**src/rtl/msrv32_pipe_pkg.sv**
```systemverilog
// rtl/msrv32_pipe_pkg.sv - shared widths, control bitfield and bubble constant for the msrv32 stage register
package msrv32_pipe_pkg;

  localparam int PIPE_DATA_W = 32;
  localparam int PIPE_CTRL_W = 16;
  localparam int PIPE_CNT_W  = 16;

  // Control word travelling with each instruction; a bubble zeroes every field.
  typedef struct packed {
    logic       rf_wr_en;
    logic       csr_wr_en;
    logic [2:0] wb_mux_sel;
    logic [2:0] csr_op;
    logic [3:0] alu_opcode;
    logic [1:0] load_size;
    logic       load_unsigned;
    logic       alu_src;
  } pipe_ctrl_t;

  localparam pipe_ctrl_t PIPE_BUBBLE = '0;

endpackage

```
**src/rtl/msrv32_pipe_stage_reg_if.sv**
```systemverilog
// rtl/msrv32_pipe_stage_reg_if.sv - upstream/downstream valid/ready channels of the pipeline stage
interface msrv32_pipe_stage_reg_if
  import msrv32_pipe_pkg::*;
#(
  parameter int DATA_W = PIPE_DATA_W,
  parameter int CTRL_W = PIPE_CTRL_W
);

  logic              up_valid_in;
  logic              up_ready_out;
  logic [DATA_W-1:0] up_data_in;
  logic [CTRL_W-1:0] up_ctrl_in;
  logic              dn_valid_out;
  logic              dn_ready_in;
  logic [DATA_W-1:0] dn_data_out;
  logic [CTRL_W-1:0] dn_ctrl_out;

  // master: the surrounding pipeline; slave: the stage register itself
  modport master (
    output up_valid_in, up_data_in, up_ctrl_in, dn_ready_in,
    input  up_ready_out, dn_valid_out, dn_data_out, dn_ctrl_out
  );

  modport slave (
    input  up_valid_in, up_data_in, up_ctrl_in, dn_ready_in,
    output up_ready_out, dn_valid_out, dn_data_out, dn_ctrl_out
  );

endinterface

```
**src/rtl/msrv32_sat_counter.sv**
```systemverilog
// rtl/msrv32_sat_counter.sv - saturating event counter, cleared only by reset
module msrv32_sat_counter
  import msrv32_pipe_pkg::*;
#(
  parameter int CNT_W = PIPE_CNT_W
) (
  input  logic             clk_in,
  input  logic             reset_in,
  input  logic             inc_in,
  output logic [CNT_W-1:0] count_out
);

  always_ff @(posedge clk_in) begin
    if (reset_in) begin
      count_out <= '0;
    end else if (inc_in && (count_out != {CNT_W{1'b1}})) begin
      count_out <= count_out + CNT_W'(1);
    end
  end

endmodule

```
**src/rtl/msrv32_pipe_stage_reg.sv**
```systemverilog
// rtl/msrv32_pipe_stage_reg.sv - handshaked pipeline stage with optional skid entry, flush bubbles and stall/flush counters
module msrv32_pipe_stage_reg
  import msrv32_pipe_pkg::*;
#(
  parameter int DATA_W  = PIPE_DATA_W,
  parameter int CTRL_W  = PIPE_CTRL_W,
  parameter bit SKID_EN = 1'b1,
  parameter int CNT_W   = PIPE_CNT_W
) (
  input  logic                   clk_in,
  input  logic                   reset_in,
  msrv32_pipe_stage_reg_if.slave pipe,
  input  logic                   flush_in,
  input  logic                   stall_in,
  output logic [CNT_W-1:0]       stall_cnt_out,
  output logic [CNT_W-1:0]       flush_cnt_out
);

  localparam logic [CTRL_W-1:0] BUBBLE = CTRL_W'(PIPE_BUBBLE);

  logic              m_valid;
  logic [DATA_W-1:0] m_data;
  logic [CTRL_W-1:0] m_ctrl;
  logic              s_valid;
  logic [DATA_W-1:0] s_data;
  logic [CTRL_W-1:0] s_ctrl;
  logic              dn_valid;
  logic              up_ready;
  logic              dn_take;
  logic              up_take;

  assign dn_valid = m_valid & ~stall_in & ~reset_in;

  // With the skid entry, ready depends only on local state so no dn_ready_in path exists.
  if (SKID_EN) begin : g_ready_skid
    assign up_ready = ~s_valid & ~stall_in & ~reset_in;
  end else begin : g_ready_main
    assign up_ready = (~m_valid | pipe.dn_ready_in) & ~stall_in & ~reset_in;
  end

  assign dn_take = dn_valid & pipe.dn_ready_in;
  assign up_take = pipe.up_valid_in & up_ready;

  assign pipe.dn_valid_out = dn_valid;
  assign pipe.up_ready_out = up_ready;
  assign pipe.dn_data_out  = m_data;
  assign pipe.dn_ctrl_out  = dn_valid ? m_ctrl : BUBBLE;

  always_ff @(posedge clk_in) begin
    if (reset_in) begin
      m_valid <= 1'b0;
      m_data  <= '0;
      m_ctrl  <= '0;
    end else if (flush_in) begin
      m_valid <= 1'b0;
      m_ctrl  <= BUBBLE;
    end else if (dn_take) begin
      if (s_valid) begin
        m_data <= s_data;
        m_ctrl <= s_ctrl;
      end else if (up_take) begin
        m_data <= pipe.up_data_in;
        m_ctrl <= pipe.up_ctrl_in;
      end else begin
        m_valid <= 1'b0;
      end
    end else if (up_take && !m_valid) begin
      m_valid <= 1'b1;
      m_data  <= pipe.up_data_in;
      m_ctrl  <= pipe.up_ctrl_in;
    end
  end

  // Skid only fills when main is held, so it is always the younger entry.
  if (SKID_EN) begin : g_skid
    always_ff @(posedge clk_in) begin
      if (reset_in) begin
        s_valid <= 1'b0;
        s_data  <= '0;
        s_ctrl  <= '0;
      end else if (flush_in) begin
        s_valid <= 1'b0;
        s_ctrl  <= BUBBLE;
      end else if (dn_take && s_valid) begin
        s_valid <= 1'b0;
      end else if (!dn_take && up_take && m_valid) begin
        s_valid <= 1'b1;
        s_data  <= pipe.up_data_in;
        s_ctrl  <= pipe.up_ctrl_in;
      end
    end
  end else begin : g_no_skid
    assign s_valid = 1'b0;
    assign s_data  = '0;
    assign s_ctrl  = '0;
  end

  msrv32_sat_counter #(.CNT_W(CNT_W)) u_stall_cnt (
    .clk_in    (clk_in),
    .reset_in  (reset_in),
    .inc_in    (stall_in & ~flush_in),
    .count_out (stall_cnt_out)
  );

  msrv32_sat_counter #(.CNT_W(CNT_W)) u_flush_cnt (
    .clk_in    (clk_in),
    .reset_in  (reset_in),
    .inc_in    (flush_in),
    .count_out (flush_cnt_out)
  );

endmodule

```
**src/flat_wrapper.sv**
```systemverilog
// flat-port wrapper written by rule: the top's interface ports become plain ports
module msrv32_pipe_stage_reg_flat import msrv32_pipe_pkg::*;
#(
  parameter int DATA_W  = PIPE_DATA_W,
  parameter int CTRL_W  = PIPE_CTRL_W,
  parameter bit SKID_EN = 1'b1,
  parameter int CNT_W   = PIPE_CNT_W
)
  (clk_in, reset_in, flush_in, stall_in, stall_cnt_out, flush_cnt_out, pipe_up_valid_in, pipe_up_data_in, pipe_up_ctrl_in, pipe_dn_ready_in, pipe_up_ready_out, pipe_dn_valid_out, pipe_dn_data_out, pipe_dn_ctrl_out);
  msrv32_pipe_stage_reg_if #(.DATA_W(DATA_W), .CTRL_W(CTRL_W)) pipe_i ();
  input  logic clk_in;
  input  logic reset_in;
  input  logic flush_in;
  input  logic stall_in;
  output logic [CNT_W-1:0] stall_cnt_out;
  output logic [CNT_W-1:0] flush_cnt_out;
  input wire logic [$bits(pipe_i.up_valid_in)-1:0] pipe_up_valid_in;
  input wire logic [$bits(pipe_i.up_data_in)-1:0] pipe_up_data_in;
  input wire logic [$bits(pipe_i.up_ctrl_in)-1:0] pipe_up_ctrl_in;
  input wire logic [$bits(pipe_i.dn_ready_in)-1:0] pipe_dn_ready_in;
  output wire logic [$bits(pipe_i.up_ready_out)-1:0] pipe_up_ready_out;
  output wire logic [$bits(pipe_i.dn_valid_out)-1:0] pipe_dn_valid_out;
  output wire logic [$bits(pipe_i.dn_data_out)-1:0] pipe_dn_data_out;
  output wire logic [$bits(pipe_i.dn_ctrl_out)-1:0] pipe_dn_ctrl_out;
  assign pipe_i.up_valid_in = pipe_up_valid_in;
  assign pipe_i.up_data_in = pipe_up_data_in;
  assign pipe_i.up_ctrl_in = pipe_up_ctrl_in;
  assign pipe_i.dn_ready_in = pipe_dn_ready_in;
  assign pipe_up_ready_out = pipe_i.up_ready_out;
  assign pipe_dn_valid_out = pipe_i.dn_valid_out;
  assign pipe_dn_data_out = pipe_i.dn_data_out;
  assign pipe_dn_ctrl_out = pipe_i.dn_ctrl_out;
  msrv32_pipe_stage_reg #(.DATA_W(DATA_W), .CTRL_W(CTRL_W), .SKID_EN(SKID_EN), .CNT_W(CNT_W)) u_core (.clk_in(clk_in), .reset_in(reset_in), .pipe(pipe_i), .flush_in(flush_in), .stall_in(stall_in), .stall_cnt_out(stall_cnt_out), .flush_cnt_out(flush_cnt_out));
endmodule
```
**config.mk**
```make
export PLATFORM = sky130hd
export DESIGN_NAME = msrv32_pipe_stage_reg_flat
export DESIGN_NICKNAME = d
export VERILOG_FILES = /design/src/rtl/msrv32_pipe_pkg.sv /design/src/rtl/msrv32_pipe_stage_reg_if.sv /design/src/rtl/msrv32_sat_counter.sv /design/src/rtl/msrv32_pipe_stage_reg.sv /design/src/flat_wrapper.sv
export SDC_FILE = /design/constraint.sdc
export NUM_CORES = 1
export LEC_CHECK = 0
export ABC_AREA = 1
export CORE_MARGIN = 2
export CORE_UTILIZATION = 50
export DETAILED_ROUTE_END_ITERATION = 16
export HOLD_SLACK_MARGIN = 0.06
export PLACE_DENSITY = 0.82
export SETUP_SLACK_MARGIN = 0.3
export SYNTH_ARGS = -nofsm -noshare
export SYNTH_HDL_FRONTEND = slang
export SYNTH_SLANG_ARGS = --single-unit
```
**constraint.sdc**
```tcl
create_clock -name clk_in -period 3.2 [get_ports clk_in]
set_input_delay 0.32 -clock clk_in [delete_from_list [all_inputs] [get_ports clk_in]]
set_output_delay 0.32 -clock clk_in [all_outputs]
set_load 0.01 [all_outputs]
```
==> impl_metrics.tcl <==
set metrics [dict create \
    die_height_microns 118 \
    ctsLongestPathBuffers 2 \
    cts_max_level 4 \
    vdd_drop_max_mv 0.247 \
    end_kind "output port" \
    required_ns 2.88 \
    worst_pin_slew_ns 0.827 \
    syn_area_per_cell_sq_um 6.33 \
    io_pins 136 \
    clkLatencyLatePin_ns 0.41 \
    synthDominantCellAreaShare_pct 39.9 \
    nets 1203 \
    grt_antenna_before_repair 0 \
    track_usage_pct 22.6 \
    rsz0062_at_grt "false" \
    area_growth_pct 29.9 \
    holdBufCountCts 0 \
    synth_mux_area_share_pct 0 \
    post_cts_buffers 0 \
    drc 0 \
    diodes 0 \
    yosysSeqAreaShare_pct 39.9 \
    initial_core_util_pct 51.4 \
    setup_tns_ns 0 \
    setup_violations 0 \
    grt_max_degree 77 \
    r2r_cells 9 \
    final.min_clock_period_ns 2.55 \
    fin_util_pct 66.8 \
    critical_path.cell_chain "inv_2 > nor2_4 > nand2_1 > nor2_1 > clkdlybuf4s50_1" \
    synthAdderAreaFrac_pct 0.384 \
    cp-endpoint "pipe_dn_ctrl_out[10]" \
    slowest_delay_ns 0.57 \
    path_class "reg -> out" \
    yosys_warnings 0 \
    synth_top_area_cell "dfxtp_1" \
    cts_tree "yes" \
    root_buffer "clkbuf_16" \
    synthesis.nets 1085 \
    r2r-start "u_core.m_valid" \
    fmax_mhz 392 \
    worst_setup_path_start_kind "flip-flop" \
    coreArea_sq_um 12700 \
    synth-compound-area-share_pct 8.06 \
    synth_edf_count 0 \
    vias_per_cell 4.78 \
    cap_violations 0 \
    critPathBufInv 2 \
    leakage_nw 3.51 \
    grt-ovfl-total 0 \
    arrival_ns 2.23 \
    dpl_cell_area_sq_um 7910 \
    die_area_sq_um 14000 \
    num_vias 6359 \
    worst-path-stages 5 \
    layout-drive-gt1-share_pct 5.96 \
    p_total_mw 3.74 \
    r2r_slack_ns 1.05 \
    synth_seq_cells 130 \
    synth.area.top_cells "dfxtp_1 (40%), nand2_1 (18%), nor2_1 (13%), inv_1 (6.5%), o21ai_0 (4.0%)" \
    syn-instance-count 1029 \
    drt_wl_total_microns 15600 \
    drt-wirelength-per-cell_microns 11.7 \
    hold_path.class "reg -> reg" \
    rr_endpoint "u_core.pipe.dn_data_out[22]" \
    dp_hpwl_microns 10200 \
    gp_congestion 0.850 \
    drv_slew 0 \
    synth-simple-area-share_pct 39.0 \
    path_clk_slew_ns 0.05 \
    cts_buffers 17 \
    stdcell_area_sq_um 8460 \
    synth_ff_type "dfxtp_1" \
    cts_resized 0 \
    status "finished clean" \
    async_flop_share_pct 0 \
    drtIter0Drc 422 \
    rows 41 \
    finalHoldViolCount 0 \
    synth_cell_types 30 \
    firstDrtPassIters 4 \
    ant_nets 0 \
    cp_top_family "buffers and inverters" \
    startpoint "u_core.m_valid" \
    fin_skew_ns 0.00473 \
    synth.top_cells.by_count "nand2_1 (312), nor2_1 (225), dfxtp_1 (130), inv_1 (113), o21ai_0 (52)" \
    die_x_microns 118 \
    synth_xor_area_share_pct 1.34 \
    yosysMostFrequentCell "nand2_1" \
    grt_pass1_wl_microns 26100 \
    synth_top_family_by_area "simple AND/OR/NAND/NOR gates" \
    crit_path_max_fanout 17 \
    slew_headroom_pct 44.7 \
    io_buffers 135 \
    slowest_stage "clkdlybuf4s50_1" \
    powerDensity_nw_per_um2 442 \
    syn_area_sq_um 6520 \
    clock-sinks 130 \
    finalCritPeriodShare_pct 79.8 \
    grt_pass1_vias 5670 \
]
==> worst reg2reg max path, cell delays in order, from the launching register on <==
cell	delay, ns
dfxtp_1	0.46
inv_2	0.12
nor2_4	0.13
nand4_4	0.25
nand2_2	0.22
nand3_4	0.33
buf_12	0.31
nand2_1	0.08
nand2_1	0.05
nor2_1	0.13
==> where the power goes <==
| group | internal [mW] | switching (mW) |
|---|---|---|
| Combinational | 0.139 | 0.156 |
| Clock | 1.12 | 0.663 |
| Sequential | 1.64 | 0.0156 |
| Total | 2.90 | 0.835 |
==> metrics by stage <==
step | instances | hold WS (ns) | setup slack (ns)
final | 1330 | 0.460 | 0.648
after global routing | 1330 | 0.476 | 0.428
after CTS | 1330 | 0.461 | 0.592
after detailed placement | 1300 | 0.453 | 0.534
after global placement | 1300 | 0.450 | 0.663
after floorplan | 1029 | 0.441 | 1.60
==> area by class of cell <==
| type | instances | area (sq um) |
|---|---|---|
| well taps | 172 | 215 |
| flip-flops and latches | 130 | 2600 |
| fillers | 1165 | 4210 |
| multi-input cells | 731 | 3190 |
| clock inverters | 4 | 22.5 |
| repair buffers | 147 | 1450 |
| inverters | 120 | 452 |
| clock buffers | 26 | 529 |
==> routing by layer <==
layer	up-vias	track usage, %	wire length (microns)
li1	3377	-	-
met1	2805	29.0	7210
met2	154	36.7	7340
met3	23	5.26	789
met4	0	8.89	250
met5	-	0	0
==> registers in the layout, indices dropped and copies added, names as in the netlist <==
register                      cells
u_core.pipe.dn_data_out          32
u_core.s_data                    32
u_core.m_valid                    1
u_core.s_ctrl                    16
u_core.u_flush_cnt.count_out     16
u_core.m_ctrl                    16
u_core.s_valid                    1
u_core.u_stall_cnt.count_out     16
==> worst min-delay path by stage <==
| stage | from | endpoint | slack (ns) | depth (start not counted) |
|---|---|---|---|---|
| floorplan | u_core.s_ctrl[0] | u_core.s_ctrl[0] | 0.44 | 2 |
| global placement | u_core.s_ctrl[7] | u_core.s_ctrl[7] | 0.45 | 2 |
| detailed placement | u_core.s_ctrl[7] | u_core.s_ctrl[7] | 0.45 | 2 |
| CTS | u_core.s_ctrl[7] | u_core.s_ctrl[7] | 0.46 | 2 |
| global route | u_core.s_ctrl[0] | u_core.s_ctrl[0] | 0.48 | 2 |
| finish | u_core.m_ctrl[8] | u_core.m_ctrl[8] | 0.46 | 2 |
==> cells in the final DEF, fill, tap and decap left out, types with 2 or more instances in the layout <==
master / n
nand3_1: 43
ha_1: 2
xor2_1: 7
nand3_4: 2
clkbuf_8: 7
clkinv_2: 4
nand2_1: 312
xnor2_1: 3
clkbuf_16: 17
dfxtp_1: 130
clkbuf_1: 2
inv_2: 6
nand3_2: 10
nand3b_1: 2
nor2_1: 225
nor2_4: 2
nand2_4: 2
nand4_1: 8
inv_1: 113
o21ai_0: 52
nand2_2: 3
buf_4: 11
o21ai_1: 7
a21oi_1: 46
clkdlybuf4s50_1: 135
==> logic make-up after synthesis <==
group	count (synthesis)
simple gates	614
buf+inv	168
flops	130
compound gates	105
xor+xnor	10
fa+ha+maj	2
Note: power is estimated with default switching activity, not from simulation.
